[src/rtl/pwm_duty_decoder.sv]
// pwm_duty_decoder
//   Receive end of the LED PWM link. Measures the duty ratio (0..100 %) of a
//   PWM waveform whose nominal period is 100 clock-enable ticks, sampled on
//   the 10 kHz clock enable. One result is reported per measured period. A
//   flat line (0 % / 100 %) produces one result per timeout window.
//
// Parameters
//   PERIOD_TOL    accepted period deviation in CE ticks (100 +/- TOL), 0..20
//
// Ports
//   I_CLK_100MHZ  in   1  system clock, single clock domain
//   I_RST         in   1  synchronous, active-high reset
//   I_CE_10KHZ    in   1  clock enable, 1-cycle strobe
//   I_PULSE       in   1  PWM input, asynchronous to I_CLK_100MHZ
//   O_DUTY        out  7  last valid duty in %, holds between results
//   O_VALID       out  1  1-cycle strobe: new O_DUTY value
//   O_ERR         out  1  1-cycle strobe: period out of range or edge lost
//   O_LOCK        out  1  high while locked to a reference rising edge

module pwm_duty_decoder #(
  parameter int unsigned PERIOD_TOL = 2
) (
  input  logic       I_CLK_100MHZ,
  input  logic       I_RST,
  input  logic       I_CE_10KHZ,
  input  logic       I_PULSE,
  output logic [6:0] O_DUTY,
  output logic       O_VALID,
  output logic       O_ERR,
  output logic       O_LOCK
);

  // Timeout window and accepted period range, in CE ticks.
  localparam logic [8:0] WIN     = 9'(100 + PERIOD_TOL + 1);
  localparam logic [7:0] PER_MIN = 8'(100 - PERIOD_TOL);
  localparam logic [7:0] PER_MAX = 8'(100 + PERIOD_TOL);

  typedef enum logic {
    ST_ACQ,
    ST_LOCK
  } state_t;

  state_t     state;

  logic       sync_meta;
  logic       sync_s;
  logic       r_smp;

  logic [7:0] cnt_per;
  logic [7:0] cnt_high;

  logic [6:0] duty_r;
  logic       valid_r;
  logic       err_r;
  logic       lock_r;

  logic       edge_det;
  logic       timeout;
  logic       per_in_range;
  logic [7:0] per_inc;
  logic [7:0] high_inc;
  logic [6:0] duty_clip;

  // Two-flop synchronizer, runs every clock regardless of the enable.
  always_ff @(posedge I_CLK_100MHZ) begin
    if (I_RST) begin
      sync_meta <= 1'b0;
      sync_s    <= 1'b0;
    end else begin
      sync_meta <= I_PULSE;
      sync_s    <= sync_meta;
    end
  end

  always_comb begin
    edge_det     = sync_s & ~r_smp;
    per_inc      = (cnt_per == 8'hFF) ? cnt_per : cnt_per + 8'd1;
    high_inc     = (sync_s && (cnt_high != 8'hFF)) ? cnt_high + 8'd1 : cnt_high;
    // Compare in 9 bits so a saturated counter can never alias onto WIN.
    timeout      = ~edge_det && (({1'b0, cnt_per} + 9'd1) == WIN);
    per_in_range = (cnt_per >= PER_MIN) && (cnt_per <= PER_MAX);
    duty_clip    = (cnt_high > 8'd100) ? 7'd100 : cnt_high[6:0];
  end

  always_ff @(posedge I_CLK_100MHZ) begin
    if (I_RST) begin
      state    <= ST_ACQ;
      r_smp    <= 1'b0;
      cnt_per  <= '0;
      cnt_high <= '0;
      duty_r   <= '0;
      valid_r  <= 1'b0;
      err_r    <= 1'b0;
      lock_r   <= 1'b0;
    end else begin
      valid_r <= 1'b0;
      err_r   <= 1'b0;

      if (I_CE_10KHZ) begin
        r_smp <= sync_s;

        // The edge tick is the first tick of the new period.
        if (edge_det) begin
          cnt_per  <= 8'd1;
          cnt_high <= 8'd1;
        end else if (timeout) begin
          cnt_per  <= '0;
          cnt_high <= '0;
        end else begin
          cnt_per  <= per_inc;
          cnt_high <= high_inc;
        end

        unique case (state)
          ST_ACQ: begin
            if (edge_det) begin
              state  <= ST_LOCK;
              lock_r <= 1'b1;
            end else if (timeout) begin
              // Flat line: report 0 % or 100 %; a mixed window without a
              // rising edge produces no result.
              if (cnt_high == 8'd0) begin
                duty_r  <= 7'd0;
                valid_r <= 1'b1;
              end else if (cnt_high == cnt_per) begin
                duty_r  <= 7'd100;
                valid_r <= 1'b1;
              end
            end
          end

          ST_LOCK: begin
            if (edge_det) begin
              // cnt_per still holds the length of the period just finished.
              if (per_in_range) begin
                duty_r  <= duty_clip;
                valid_r <= 1'b1;
              end else begin
                err_r <= 1'b1;
              end
            end else if (timeout) begin
              err_r  <= 1'b1;
              state  <= ST_ACQ;
              lock_r <= 1'b0;
            end
          end

          default: begin
            state  <= ST_ACQ;
            lock_r <= 1'b0;
          end
        endcase
      end
    end
  end

  assign O_DUTY  = duty_r;
  assign O_VALID = valid_r;
  assign O_ERR   = err_r;
  assign O_LOCK  = lock_r;

endmodule

[config.mk]
export PLATFORM = sky130hd
export DESIGN_NAME = pwm_duty_decoder
export DESIGN_NICKNAME = d
export VERILOG_FILES = /design/src/rtl/pwm_duty_decoder.sv
export SDC_FILE = /design/constraint.sdc
export NUM_CORES = 1
export LEC_CHECK = 0
export ABC_CLOCK_PERIOD_IN_PS = 2700
export CORE_ASPECT_RATIO = 1.1
export CORE_MARGIN = 2
export CORE_UTILIZATION = 60
export CTS_BUF_LIST = sky130_fd_sc_hd__clkbuf_2 sky130_fd_sc_hd__clkbuf_4 sky130_fd_sc_hd__clkbuf_8
export DETAILED_ROUTE_END_ITERATION = 7
export PLACE_DENSITY = 0.93
export SLEW_MARGIN = 30
export SYNTH_ARGS = -nofsm -noshare
export SYNTH_HDL_FRONTEND = slang
export SYNTH_SLANG_ARGS = --single-unit
[constraint.sdc]
create_clock -name I_CLK_100MHZ -period 2.7 [get_ports I_CLK_100MHZ]
set_input_delay 0.54 -clock I_CLK_100MHZ [delete_from_list [all_inputs] [get_ports I_CLK_100MHZ]]
set_output_delay 0.54 -clock I_CLK_100MHZ [all_outputs]
set_load 0.1 [all_outputs]
* Word-level counts from Yosys, hierarchy flattened
Index checks and enable logic that the tools add are counted.
** Storage, ports and cells
- Bits in registers :: 30
- Input port bits :: 4
- Word-level logic and storage cells :: 77
- Output and inout bits :: 10
** Cells by class
- Bitwise operators :: 5
- Add/subtract/negate cells :: 3
- $lt $le $gt $ge :: 3
- Eq/ne operators :: 13
- Reductions and logical operators :: 11
- Multiplexer cells :: 32
** Operators with widths (number)
- $mux W7 :: 7
- $mux W8 :: 6
- $add A8 B1 Y8 const B :: 2
- $mux W1 :: 15
- $pmux W7 S2 :: 1
- $add A8 B1 Y9 const B :: 1
- $eq A9 B7 Y1 const B :: 1
- $eq A8 B8 Y1 :: 1
- $eq A8 B8 Y1 const B :: 1
- $ge A8 B7 Y1 const B :: 1
- $gt A8 B7 Y1 const B :: 1
- $le A8 B7 Y1 const B :: 1
- $logic_not A8 Y1 :: 1
- $ne A2 B2 Y1 const B :: 4
- $ne A8 B8 Y1 const B :: 1
- $ne A2 B1 Y1 const B :: 3
- $ne A3 B3 Y1 const B :: 2
- $pmux W1 S2 :: 3
- $reduce_and A6 Y1 :: 1
- $not A1 Y1 :: 4
- $reduce_and A2 Y1 :: 2
- $reduce_and A4 Y1 :: 1
- $logic_and A1 B1 Y1 :: 3
- $reduce_bool A3 Y1 :: 1
- 3 further kinds :: 3

* Longest topological paths before layout
- Depth in word-level cells :: 7
- Depth in mapped cells :: 8
- Depth with buffers taken out :: 8

* Worst setup path after synthesis
OpenSTA, ideal clock, no wires.
- Path kind :: reg-to-reg
- Start point :: register cnt_per[1]
- End point :: register duty_r[0], in the netlist O_DUTY[0]
- Arrival time :: 1.967 ns
- Slack :: 0.616 ns
- Library setup time :: 0.118 ns
- Cell stages (with the launch flop) :: 8
- Cells stage by stage :: dfxtp_1 ha_1 nand4bb_4 or3_1 a211oi_1 o211ai_2 and2_4 a22o_1
** On the way
- Longest elaborated chain between the ends :: 5
** Ends and longest elaborated chain
- start, declared :: RTL line 49 : logic [7:0] cnt_per;
- start signal, assigned :: RTL line 110 : cnt_per <= per_inc;
- $add A8 B1 Y9 :: RTL line 80 : timeout = ~edge_det && (({1'b0, cnt_per} + 9'd1) == WIN);
- $eq A9 B7 Y1 :: RTL line 80
- $logic_and A1 B1 Y1 :: RTL line 80
- $ne A2 B2 Y1 (no line)
- $reduce_and A6 Y1 (no line) *
- end signal, assigned :: RTL line 136 : duty_r <= duty_clip;
- end, declared :: RTL line 52 : logic [6:0] duty_r;
Every way passes the cells marked *; elsewhere a longest branch is shown, timed or not.
A chain may end at the register's enable or synchronous reset.

* Final worst setup path
- Start point :: register cnt_per[1]
- End point :: register duty_r[4], in the netlist O_DUTY[4]
The elaborated chain is that of the path after synthesis.

==> run metrics <==
f_max=421 MHz; Cells after DPL=between 200 and 250; placed cell areas=1820 um^2; max_cap viols=0; Worst Clk Skew=between 5 and 6 ps; Post-synth EDFFs=0; ant diodes=0; total negative slack=0 ps; RD Place Congestion=about 0.97; Synth Flop Type=dfxtp_1; post-CTS setup buffer count=0; crit path from=cnt_per[1]; CP Max Fanout=7; switching part of the total power=24.9%; min-delay worst type=reg2reg; die height=59.9 um; Power Dens Cells=424 nW/um^2; final hold vios=0; Sink Count=30; Initial Util=62.5%; Post-Syn Area=1700 um^2; CTS Buffer Depth=2; crit path DAT=between 2000 and 3000 ps; flop2flop setup slack=approximately 330 ps; WL/cell=15.8 um; Synth area leaders=dfxtp_1 (35%), xnor2_1 (7.2%), nand2_1 (4.0%); die area=3280 um^2; Switch Pwr=approximately 0.20 mW; H-Tree Depth=2; share of the synthesized area in the top cell type=35.2%; relative slew slack=62.1%; share of layout cells above drive strength 1=15.7%; min Tclk post-route=~2400 ps; via count=about 1,600; CTS tree=built; Antenna Nets Post-Route=0; Yosys reg bits=30; period utilization=87.9%; vias per std cell=6.43; post-route setup slack=326 ps; post-route cell area=roughly 1900 um^2; hold_buf cts=0; Ys Warns=0; largest net degree at the start of global routing=17; Comb pwr share=9.5%; hold path start=sync_meta; port bufs=13; RSZ-0062 raised after global routing=no; Routed met1 length=approximately 1600 um; most common cell in the netlist=dfxtp_1; first-pass GRT wire length=6220 um; Routed WL=3840 um; Final Max Tran Viols=0; # rows=20; worst-skew pair later-pin latency=330 ps; Critical Path Start Type=flop; grt ovf=0; Yosys cell types=48; antenna violations before repair=0; IO Pins=14; Fillers=approximately 210; clock share of power=between 30% and 40%; worst vdd ir=316 uV; post-CTS sizing=0; Yosys top cell by area=dfxtp_1; Clock Pin Slew Worst Setup and Hold Paths=90 ps; clock root buffer=clkbuf_4; DP Wirelength=2930 um; WS Path Type=reg2reg; DR iter-0 viols=87; Cells after Synth=just under 200; Leak=0.659 nW; worst hold path cell count=1; highest routed layer=met4; sequential share of the synthesized area=35.2%; Die Wd=~55 um; final setup vio count=0; Syn Area/Cell=8.61 um^2; CTS Buf Count=5; core area=2730 um^2; RR Endpoint=O_DUTY[4]; R2R cell count=7; Synth top cells by count=dfxtp_1 (30), nand2_1 (18), nor2_1 (15); reg2reg start=cnt_per[1]; vias in the first global route=roughly 1,400; Layout area overhead=10.1%; Worst Tran Pin Value=565 ps; drt drc=0; nets@finish=218; pre-CTS WS=342 ps; net count after synthesis=206; drt pass-1 iters=4; Final Power=0.796 mW; metal2 WL=1910 um; Async SR Flop Fraction=0%; hold endpoint=sync_s; Worst setup EP type=flop; sequential share of power=57.7%; Finished Layout Cells=approximately 240; data required time of the worst path=2920 ps; WL met3=287 um; outcome=complete, no violations; Total GRT Usage=26.4%; Power Internal=about 0.6 mW
==> cell usage in the layout (no fill, tap or decap), types with 3 or more instances in the layout <==
| cell | synthesis | layout |
|---|---|---|
| nand2b_1 | 3 | 3 |
| clkdlybuf4s50_1 | 0 | 3 |
| nand4_1 | 7 | 7 |
| nand3_1 | 5 | 5 |
| a21o_1 | 3 | 3 |
| nor2_1 | 15 | 15 |
| a211oi_1 | 6 | 6 |
| a41o_1 | 3 | 3 |
| a21oi_1 | 9 | 9 |
| nand2_1 | 18 | 18 |
| buf_4 | 2 | 14 |
| xnor2_1 | 14 | 14 |
| nor3_1 | 6 | 6 |
| clkbuf_4 | 0 | 7 |
| nor2b_1 | 4 | 4 |
| a31o_2 | 3 | 3 |
| o21ai_0 | 9 | 9 |
| a22o_1 | 5 | 5 |
| and2_1 | 4 | 4 |
| or3_1 | 4 | 4 |
| inv_1 | 5 | 5 |
| dfxtp_1 | 30 | 30 |
| ha_1 | 4 | 4 |
==> how the worst max path moves through the flow <==
stage                        endpoint  slack (ps)  cells past startpoint
after detailed placement  cnt_high[6]         340                      7
after global placement    cnt_high[6]         380                      7
after CTS                   O_DUTY[0]         380                      7
after floorplan             O_DUTY[0]         620                      7
final                       O_DUTY[4]         330                      7
after global routing        O_DUTY[3]         210                      7
==> cell type report <==
class / instances / area [um^2] / area share (%)
clock buffers: 7 / 52.6 / 2.80
multi-input cells: 150 / 1020 / 54.6
well taps: 33 / 41.3 / 2.20
inverters: 6 / 22.5 / 1.20
repair buffers: 17 / 135 / 7.20
flip-flops and latches: 30 / 601 / 32.0
==> through the flow <==
step / util, % / hold slack (ps)
final: 68.8 / 451
after global routing: 68.8 / 464
after CTS: 68.8 / 460
after detailed placement: 66.9 / 439
after global placement: 66.9 / 433
after floorplan: - / 414
==> power by group through the flow <==
stage / clock network (mW) / registers [mW] / logic, mW
2_1_floorplan: 0 / 0.472 / 0.0504
6_report: 0.261 / 0.459 / 0.0756
3_5_place_dp: 0 / 0.469 / 0.0748
3_3_place_gp: 0 / 0.469 / 0.0739
5_1_grt: 0.277 / 0.461 / 0.0827
4_1_cts: 0.265 / 0.459 / 0.0751
==> sequential cells by signal (all words and copies together), names as in the netlist <==
register   count
state          1
O_VALID        1
sync_s         1
O_DUTY         7
O_LOCK         1
sync_meta      1
cnt_high       8
cnt_per        8
r_smp          1
O_ERR          1
==> cells by family (layout without fill, tap and decap cells) <==
| group | Yosys count | in the layout | synth area share (%) |
|---|---|---|---|
| XOR/XNOR | 15 | 15 | 7.71 |
| AND/OR/NAND/NOR | 77 | 77 | 25.3 |
| buffers and inverters | 18 | 30 | 4.63 |
| AO/OA/AOI/OAI | 54 | 54 | 24.2 |
| flip-flops | 30 | 30 | 35.2 |
| adder cells (fa/ha/maj) | 4 | 4 | 2.94 |
==> worst max-delay path, stage by stage (launching register included) <==
cell,delay (ps)
dfxtp_1,480
ha_1,280
nand4bb_4,150
or3_1,370
a211oi_1,340
o211ai_2,200
and2_4,220
a22o_1,220
==> layer usage <==
metal,GRT usage (%),vias to the layer above
met1,33.2,737
met5,0,-
met4,11.1,0
met3,5.50,9
li1,-,749
met2,42.7,67
No activity file was read; power rests on OpenSTA's default activity.
